<file path="src/rtl/fifo_rd_ctrl.sv">
// fifo_rd_ctrl -- read-side controller of an asynchronous FIFO.
//
// Keeps the binary/Gray read pointers and the registered empty flag. A
// one-word output register presents data with a valid/ready handshake, so
// the storage array sees a single combinational read port at raddr.
//
// Optional feature: define RD_ALMOST_EMPTY_EN to build the almost-empty
// flag. It converts the synchronized write pointer back to binary and
// compares the array occupancy against AE_LEVEL. When the macro is not
// defined, ralmost_empty is tied low and none of that logic is built.

module fifo_rd_ctrl #(
    parameter int ASIZE    = 4,
    parameter int DSIZE    = 8,
    parameter int AE_LEVEL = 2
) (
    input  logic             rclk,
    input  logic             rrst_n,
    input  logic [ASIZE:0]   wptr_sync,
    input  logic [DSIZE-1:0] mem_rdata,
    output logic [ASIZE-1:0] raddr,
    output logic [ASIZE:0]   rptr,
    output logic             rempty,
    output logic             rd_valid,
    output logic [DSIZE-1:0] rd_data,
    input  logic             rd_ready,
    output logic             ralmost_empty
);

    logic [ASIZE:0] rbin;
    logic [ASIZE:0] rgray;
    logic [ASIZE:0] rbin_next;
    logic [ASIZE:0] rgray_next;
    logic           pop;

    // A word leaves the array whenever it holds data and the output register
    // is free, or is being emptied by the consumer in this same cycle. Because
    // rempty gates the pop, an underflow cannot be issued.
    assign pop = ~rempty & (~rd_valid | rd_ready);

    assign rbin_next  = rbin + {{ASIZE{1'b0}}, pop};
    assign rgray_next = (rbin_next >> 1) ^ rbin_next;

    assign raddr = rbin[ASIZE-1:0];
    assign rptr  = rgray;

    // Read pointers: binary for addressing, Gray for the write-domain crossing.
    always_ff @(posedge rclk or negedge rrst_n) begin
        if (!rrst_n) begin
            rbin  <= '0;
            rgray <= '0;
        end else begin
            // NOTE: registers are updated with <= so every block samples the
            // pre-edge values; blocking assignments here would create races.
            rbin  <= rbin_next;
            rgray <= rgray_next;
        end
    end

    // Empty flag compares the post-pop Gray pointer against the write
    // pointer, so a pop and a write-pointer move in one cycle both count.
    always_ff @(posedge rclk or negedge rrst_n) begin
        if (!rrst_n) begin
            rempty <= 1'b1;
        end else begin
            rempty <= (rgray_next == wptr_sync);
        end
    end

    // Output register: load on pop, drop valid once the consumer takes it.
    always_ff @(posedge rclk or negedge rrst_n) begin
        if (!rrst_n) begin
            // NOTE: the data register is reset as well, so a word caught
            // mid-transfer can never reappear after reset.
            rd_valid <= 1'b0;
            rd_data  <= '0;
        end else if (pop) begin
            rd_valid <= 1'b1;
            rd_data  <= mem_rdata;
        end else if (rd_ready) begin
            rd_valid <= 1'b0;
        end
    end

`ifdef RD_ALMOST_EMPTY_EN
    localparam logic [ASIZE:0] AE_LVL = AE_LEVEL[ASIZE:0];

    logic [ASIZE:0] wbin_conv;
    logic [ASIZE:0] wbin;
    logic [ASIZE:0] level;

    // Gray-to-binary: each binary bit is the XOR of all Gray bits at or above it.
    always_comb begin
        wbin_conv = '0;
        for (int i = 0; i <= ASIZE; i++) begin
            wbin_conv[i] = ^(wptr_sync >> i);
        end
    end

    // Registered binary write pointer breaks the path from the synchronizer.
    always_ff @(posedge rclk or negedge rrst_n) begin
        if (!rrst_n) begin
            wbin <= '0;
        end else begin
            wbin <= wbin_conv;
        end
    end

    // Occupancy of the array (modulo arithmetic handles pointer wrap).
    assign level = wbin - rbin_next;

    // Almost-empty flag, registered so downstream sees a clean level.
    always_ff @(posedge rclk or negedge rrst_n) begin
        if (!rrst_n) begin
            ralmost_empty <= 1'b1;
        end else begin
            ralmost_empty <= (level <= AE_LVL);
        end
    end
`else
    assign ralmost_empty = 1'b0;
`endif

endmodule

</file>
<file path="config.mk">
export PLATFORM = sky130hd
export DESIGN_NAME = fifo_rd_ctrl
export DESIGN_NICKNAME = d
export VERILOG_FILES = /design/src/rtl/fifo_rd_ctrl.sv
export SDC_FILE = /design/constraint.sdc
export NUM_CORES = 1
export LEC_CHECK = 0
export CORE_MARGIN = 1
export CORE_UTILIZATION = 28
export CTS_CLUSTER_SIZE = 28
export DETAILED_ROUTE_END_ITERATION = 12
export HOLD_SLACK_MARGIN = 0.15
export PLACE_DENSITY_LB_ADDON = 0.15
export SKIP_CTS_REPAIR_TIMING = 1
export SLEW_MARGIN = 5
export SYNTH_ARGS = -nofsm -noshare
export SYNTH_HDL_FRONTEND = slang
export SYNTH_SLANG_ARGS = --single-unit
</file>
<file path="constraint.sdc">
create_clock -name rclk -period 2.8 [get_ports rclk]
set_input_delay 0.84 -clock rclk [delete_from_list [all_inputs] [get_ports rclk]]
set_output_delay 0.84 -clock rclk [all_outputs]
set_load 0.05 [all_outputs]
</file>
; ---- After elaboration in Yosys (flattened, before gate mapping)
; Index checks and enable logic that the tools add are counted.
[op_classes]
bitwise = 5
muxes = 2
reduce_logical = 1
n_eq_ne = 1
mul = 0
shifts = 0
addsub = 1
order_cmp = 0
n_div = 0
[op_table]
columns = op, n
row1 = $add 5x1->5, 1
row2 = $eq 5x5->1, 1
row3 = $xor 4x5->5, 1
row4 = $mux 1, 2
row5 = $not 1->1, 2
row6 = $reduce_bool 2->1, 1
row7 = $and 1x1->1, 1
row8 = $or 1x1->1, 1
[totals]
elab_cells = 15
output_inout_bits = 20
ramBits = 0
rom_bits = 0
latchBits = 0
regBits = 20
n_memories = 0

; ---- Longest topological paths before layout
; Gate-level depths: netlist (run 1).
[depth]
ltp_word = 6
mapped_depth = 9
depth_no_buf = 9

; ---- Worst setup path after synthesis (run 1)
; No wires, ideal clock.
[synth_path]
path_type = input-to-reg
startpoint = input port rd_ready
endpoint = register rempty
stages = 8
slack_ns = -0.173
t_arrival_ns = 2.883
required_time_ns = 2.710
path_buffers = 0
path_cell_list = inv_1 > a21oi_1 > ha_1 > ha_1 > xnor2_1 > or3_1 > a31o_1 > nor4_2
[synth_via]
elab_chain_cells = 5
[synth_rtl]
columns = element, line_no
row1 = from (decl), 26  ; input logic rd_ready,
row2 = $or 1x1->1, 39  ; assign pop = ~rempty & (~rd_valid | rd_ready);
row3 = $and 1x1->1, 39
row4 = named net pop, 34  ; logic pop;
row5 = $add 5x1->5, 41  ; assign rbin_next = rbin + {{ASIZE{1'b0}}, pop};
row6 = named net rbin_next[1], 32  ; logic [ASIZE:0] rbin_next;
row7 = $xor 4x5->5, 42  ; assign rgray_next = (rbin_next >> 1) ^ rbin_next;
row8 = $eq 5x5->1, 66  ; rempty <= (rgray_next == wptr_sync);
row9 = to (signal assigned), 66
row10 = to (decl), 23  ; output logic rempty,
; The timed path passes the listed nets, and every way through them passes these cells.
; A chain may end at the register's enable or synchronous reset.

; ---- Worst setup path after layout (run 1)
; Same ends and word-level chain as after synthesis.

==> impl_metrics.csv, run 1 <==
group,metric,value,unit
outcome,status,"complete, but fails checks",
outcome,violations,"DRC",
critical_path,end_kind,"flip-flop",
global_routing,grt_pass1_vias,602,
yosys,yosysSeqAreaShare,56.1,%
floorplan,dieArea,3260,um^2
routing,drtIter0Drc,13,
sta,min_period,2.64,ns
floorplan,ios,36,
floorplan,die-width,57.1,um
yosys,synth_common_cells,"dfrtp_1, xor2_1, mux2_2, xnor2_1, nand3_1",
finish,drive_gt1_share,25.2,%
global_routing,grt_max_degree,13,
yosys,syn_area_per_cell,13.1,um^2
sta,fin_ws,0.164,ns
sta,setup_violations,0,
routing,wl,1.68,mm
routing,vias,626,
global_routing,antenna_found_initial,0,
yosys,yosys_warnings,0,
yosys,synth_edf_count,0,
clock_tree,cts.sinks,19,
clock_tree,clock_latency,0.29,ns
floorplan,die_h,57.1,um
sta,finalHoldViolCount,0,
floorplan,initial_utilization,30.3,%
finish,fin_nets,126,
routing,via_per_inst,4.54,
global_routing,grt_usage,11.7,%
global_routing,top_usage_layer,"met2",
critical_path,path_class,"input port to flip-flop",
clock_tree,cts_tree,"done",
floorplan,core_area,2810,um^2
yosys,synth_top_cell_area_share,53.0,%
critical_path,arrival,2.84,ns
clock_tree,clk_path_buf_depth,2,
yosys,yosysTopAreaCell,"dfrtp_1",
yosys,yosys-top-cells-area,"dfrtp_1, mux2_2, xor2_1",
finish,antenna-diode-count,0,
finish,fillers,277,
yosys,syn_inst,65,
global_routing,grt_pass1_wl,2.88,mm
critical_path,path_max_fanout,4,
sta,worstMarginPinSlew,0.523,ns
critical_path,cp-start-kind,"input port",
place,post-place-ws,-0.329,ns
place,hpwl,1.30,mm
yosys,ys_ff_latch,19,
routing,ant_nets,0,
sta,finClkSkew,0.00233,ns
yosys,synth_top_flop_cell,"dfrtp_1",
global_routing,grt_remaining_overflow,0,
yosys,synth_cell_type_count,24,
clock_tree,cts_inserted_buffers,3,
finish,area_growth,54.8,%
sta,timing.fmax,0.379,GHz
sta,rsz0062_at_grt,"false",
routing,route.detailed.drc,6,
clock_tree,h-tree-depth,1,
sta,min_period_over_period,94.1,%
yosys,ys_async_sr_fraction,100,%
place,port_buffers,34,
critical_path,required,3.01,ns
clock_tree,clkSlewWorstSetupHoldPaths,0.11,ns
routing,wl_per_cell,12.2,um
sta,maxSlewViolCount,0,
yosys,synth_most_common_cell,"dfrtp_1",
sta,slew-limit-headroom,65.0,%
place,place.gp.congestion,0.745,
global_routing,grt.met3_usage,3.63,%
clock_tree,root_buffer,"clkbuf_4",
yosys,synthesis.nets,83,
global_routing,grtUsageMet2,18.0,%
min_path,hold_class,"flip-flop to flip-flop",
routing,first_pass_iters,8,
floorplan,core.rowCount,19,
yosys,syn_area,850,um^2
flow_run,drv_cap,0,
global_routing,grt_util_met1,15.9,%
[cell families (layout without fill, tap and decap cells)]
group                      Yosys count  in the layout  synth area share (%)
DFF                                 19             19                  56.1
adders and majority gates            2              2                  2.95
AOI/OAI and AO/OA                    5              5                  4.12
other                                1              1                 0.441
muxes                                8              8                  10.6
buffers and inverters                5             47                  2.65
and+or+nand+nor                     11             11                  8.69
xor gates and xnor gates            14             14                  14.4
[metal layers]
| layer | wire [um] | vias up |
|---|---|---|
| met4 | 16 | 0 |
| met1 | 734 | 288 |
| li1 | - | 312 |
| met3 | 149 | 2 |
| met5 | 0 | - |
| met2 | 778 | 24 |
[layout make-up]
cell class	instances	area, um^2	share of cell area [%]
Clock inverter	1	5.00	0.381
Clock buffer	3	22.5	1.71
Timing Repair Buffer	41	393	29.9
Multi-Input combinational cell	41	372	28.3
Tap cell	31	38.8	2.95
Sequential cell	19	477	36.3
Inverter	2	7.51	0.571
[placed cells by master, fill, tap and decap left out]
cell type,synthesis,routed
xnor2_2,0,1
nand3b_1,1,1
nand2_1,1,1
and3b_2,1,1
ha_2,0,2
dfrtp_1,18,18
nand3_1,3,3
clkinv_2,0,1
a21oi_2,0,1
o21ai_0,1,1
dfstp_2,1,1
mux2_2,8,8
xnor2_1,5,4
or3_1,1,1
inv_1,2,2
clkbuf_4,0,3
conb_1,1,1
o211ai_1,1,1
clkdlybuf4s50_1,0,34
a41oi_1,1,1
nor3_1,1,1
nor4_2,1,1
nor3b_2,0,1
nor2b_1,1,1
a31o_1,1,1
xor2_1,9,9
buf_4,1,7
[sequential cells by signal, indices dropped and copies added (netlist names)]
signal / flops
rempty: 1
rbin: 5
rd_valid: 1
rd_data: 8
rptr: 4
[metrics by stage]
stage | hold WS (ns) | cells | setup TNS, ns | cell area [um^2] | util [%]
2_1_floorplan | 0.544 | 65 | 0 | 853 | -
3_3_place_gp | 0.457 | 134 | -0.189 | 1270 | 45.3
3_5_place_dp | 0.475 | 134 | -0.329 | 1270 | 45.3
4_1_cts | 0.497 | 138 | -0.0318 | 1300 | 46.3
5_1_grt | 0.513 | 138 | 0 | 1320 | 46.9
6_report | 0.490 | 138 | 0 | 1320 | 46.9
[worst max-delay path, cell delays in order]
cell and delay (ns):
clkdlybuf4s50_1 0.48, inv_1 0.05, a21oi_2 0.14, ha_2 0.20
ha_2 0.29, xnor2_2 0.16, or3_1 0.31, a31o_1 0.23
nor4_2 0.15
[worst paths after layout]
path | start | end | slack [ns] | depth (start not counted)
worst max-delay path | rd_ready | rempty | 0.16 | 9
worst min-delay path | rempty | rd_valid | 0.49 | 1
worst max register to register | rempty | rempty | 0.74 | 8
worst min register to register | rempty | rd_valid | 0.49 | 1
max in group asynchronous | rrst_n | rempty | 1.32 | 2
min in group asynchronous | rrst_n | rd_data[3] | 0.88 | 1
Power of run 1 is left out: the tool's default activity adds up to more than one toggle a clock period on the data nets, which glitch-free logic cannot reach.
==> run 2, diff against run 1 <==
Settings changed: DONT_BUFFER_PORTS set to 1.
==> run 2 against run 1 <==
Against the previous run:
- final area shrank 28%
- clock skew grew 0.0038 ns
- critical path depth is the same
- flip-flop and latch count is the same
- sequential share of layout area grew 14 points
- via count shrank 19%
- the flow still finishes with violations (DRC)
- hold slack lost 0.28 ns
==> impl_metrics.csv, run 2 (same netlist as run 1, synthesis figures left out) <==
group,metric,value,unit
global_routing,grt_pass1_vias,561,
routing,drtIter0Drc,23,
finish,multi_input_area,354,um^2
sta,tns,0,ns
sta,min_period_over_period,86.3,%
finish,register_area,477,um^2
sta,slew-limit-headroom,54.8,%
sta,fin_ws,0.384,ns
finish,mostFrequentLayoutCells,"dfrtp_1, xor2_1, mux2_2",
finish,regMostFlops,"rd_data",
critical_path,path_class,"input port to flip-flop",
finish,fillers,300,
sta,setup_violations,0,
floorplan,ios,36,
global_routing,grt_pass1_wl,2.56,mm
clock_tree,cts_inserted_buffers,3,
sta,worstMarginPinSlew,0.679,ns
place,hpwl,1.07,mm
finish,area_growth,10.9,%
global_routing,antenna_found_initial,0,
routing,wl_per_cell,14.0,um
critical_path,crit_top_cell,"ha_1",
global_routing,grt_max_degree,20,
finish,drive_gt1_share,29.6,%
floorplan,die_h,57.1,um
clock_tree,clk_path_buf_depth,2,
place,place.gp.congestion,0.697,
routing,route.detailed.drc,6,
routing,vias,506,
routing,ant_nets,0,
critical_path,end_kind,"flip-flop",
critical_path,crit_chain,"inv_1 -> a21oi_2 -> ha_1 -> ha_1 -> xnor2_1 -> nor3b_1 -> nor3_1 -> a31o_1 -> nor4_2",
finish,mostFrequentLayoutCell,"dfrtp_1",
floorplan,die-width,57.1,um
outcome,violations,"DRC",
routing,via_per_inst,4.96,
critical_path,slowest_delay,0.32,ns
clock_tree,h-tree-depth,1,
finish,fin_nets,90,
finish,antenna-diode-count,0,
critical_path,cpMaxStageDelayCell,"ha_1",
sta,timing.fmax,0.414,GHz
clock_tree,clkSlewWorstSetupHoldPaths,0.11,ns
clock_tree,cts.sinks,19,
finish,largest_reg_flops,8,
sta,maxSlewViolCount,0,
critical_path,reg2reg_to,"rempty",
floorplan,dieArea,3260,um^2
clock_tree,clock_latency,0.30,ns
sta,min_period,2.42,ns
outcome,status,"complete, but fails checks",
critical_path,reg2regPathDepth,8,
floorplan,core.rowCount,19,
critical_path,r2r-start,"rempty",
global_routing,grt_remaining_overflow,0,
routing,wl,1.43,mm
floorplan,initial_utilization,30.3,%
sta,rsz0062_at_grt,"false",
sta,finClkSkew,0.00611,ns
place,post-place-ws,0.0529,ns
critical_path,required,3.02,ns
place,port_buffers,0,
flow_run,drv_cap,0,
critical_path,path_max_fanout,4,
floorplan,core_area,2810,um^2
critical_path,rrSetupSlack,0.46,ns
clock_tree,cts_tree,"done",
global_routing,grt_usage,10.7,%
critical_path,arrival,2.64,ns
critical_path,cp-start-kind,"input port",
min_path,hold_class,"input port to async pin",
clock_tree,root_buffer,"clkbuf_4",
routing,first_pass_iters,8,
finish,final_util,33.6,%
sta,finalHoldViolCount,0,
[run 2: worst max-delay path by stage]
stage	depth (start not counted)	start	endpoint	slack [ns]
2_1_floorplan	8	rd_ready	rempty	0.02
3_3_place_gp	9	rd_ready	rempty	0.11
3_5_place_dp	9	rd_ready	rempty	0.05
4_1_cts	9	rd_ready	rempty	0.37
5_1_grt	9	rd_ready	rempty	0.11
6_report	9	rd_ready	rempty	0.38
[run 2: worst max-delay path, delay by kind of cell]
family | cells | cell delay, ns
buffers and inverters | 1 | 0.03
and+or+nand+nor | 3 | 0.56
adders and majority gates | 2 | 0.57
AOI/OAI and AO/OA | 2 | 0.37
xor gates and xnor gates | 1 | 0.27
[run 2: layer usage]
metal	GRT usage [%]	vias up	share of wire, %
met5	0	-	0
met4	3.14	0	1.2
met3	5.67	2	9.3
met2	18.2	26	50
met1	11.7	245	39
li1	-	233	-
[run 2: final cells by class]
type,instances,area share (%)
inverter,2,0.797
clock buffer,3,2.39
sequential,19,50.6
clock inverter,1,0.531
tap,31,4.12
multi-input combinational,41,37.6
timing repair buffer,5,3.98
[run 2: metrics by stage]
stage | hold slack (ns) | std cells | instance area [um^2]
after floorplan | 0.544 | 65 | 853
after global placement | 0.545 | 98 | 915
after detailed placement | 0.545 | 98 | 915
after CTS | 0.204 | 102 | 942
after global routing | 0.185 | 102 | 942
final | 0.214 | 102 | 942
Power of run 2 is left out for the same reason.
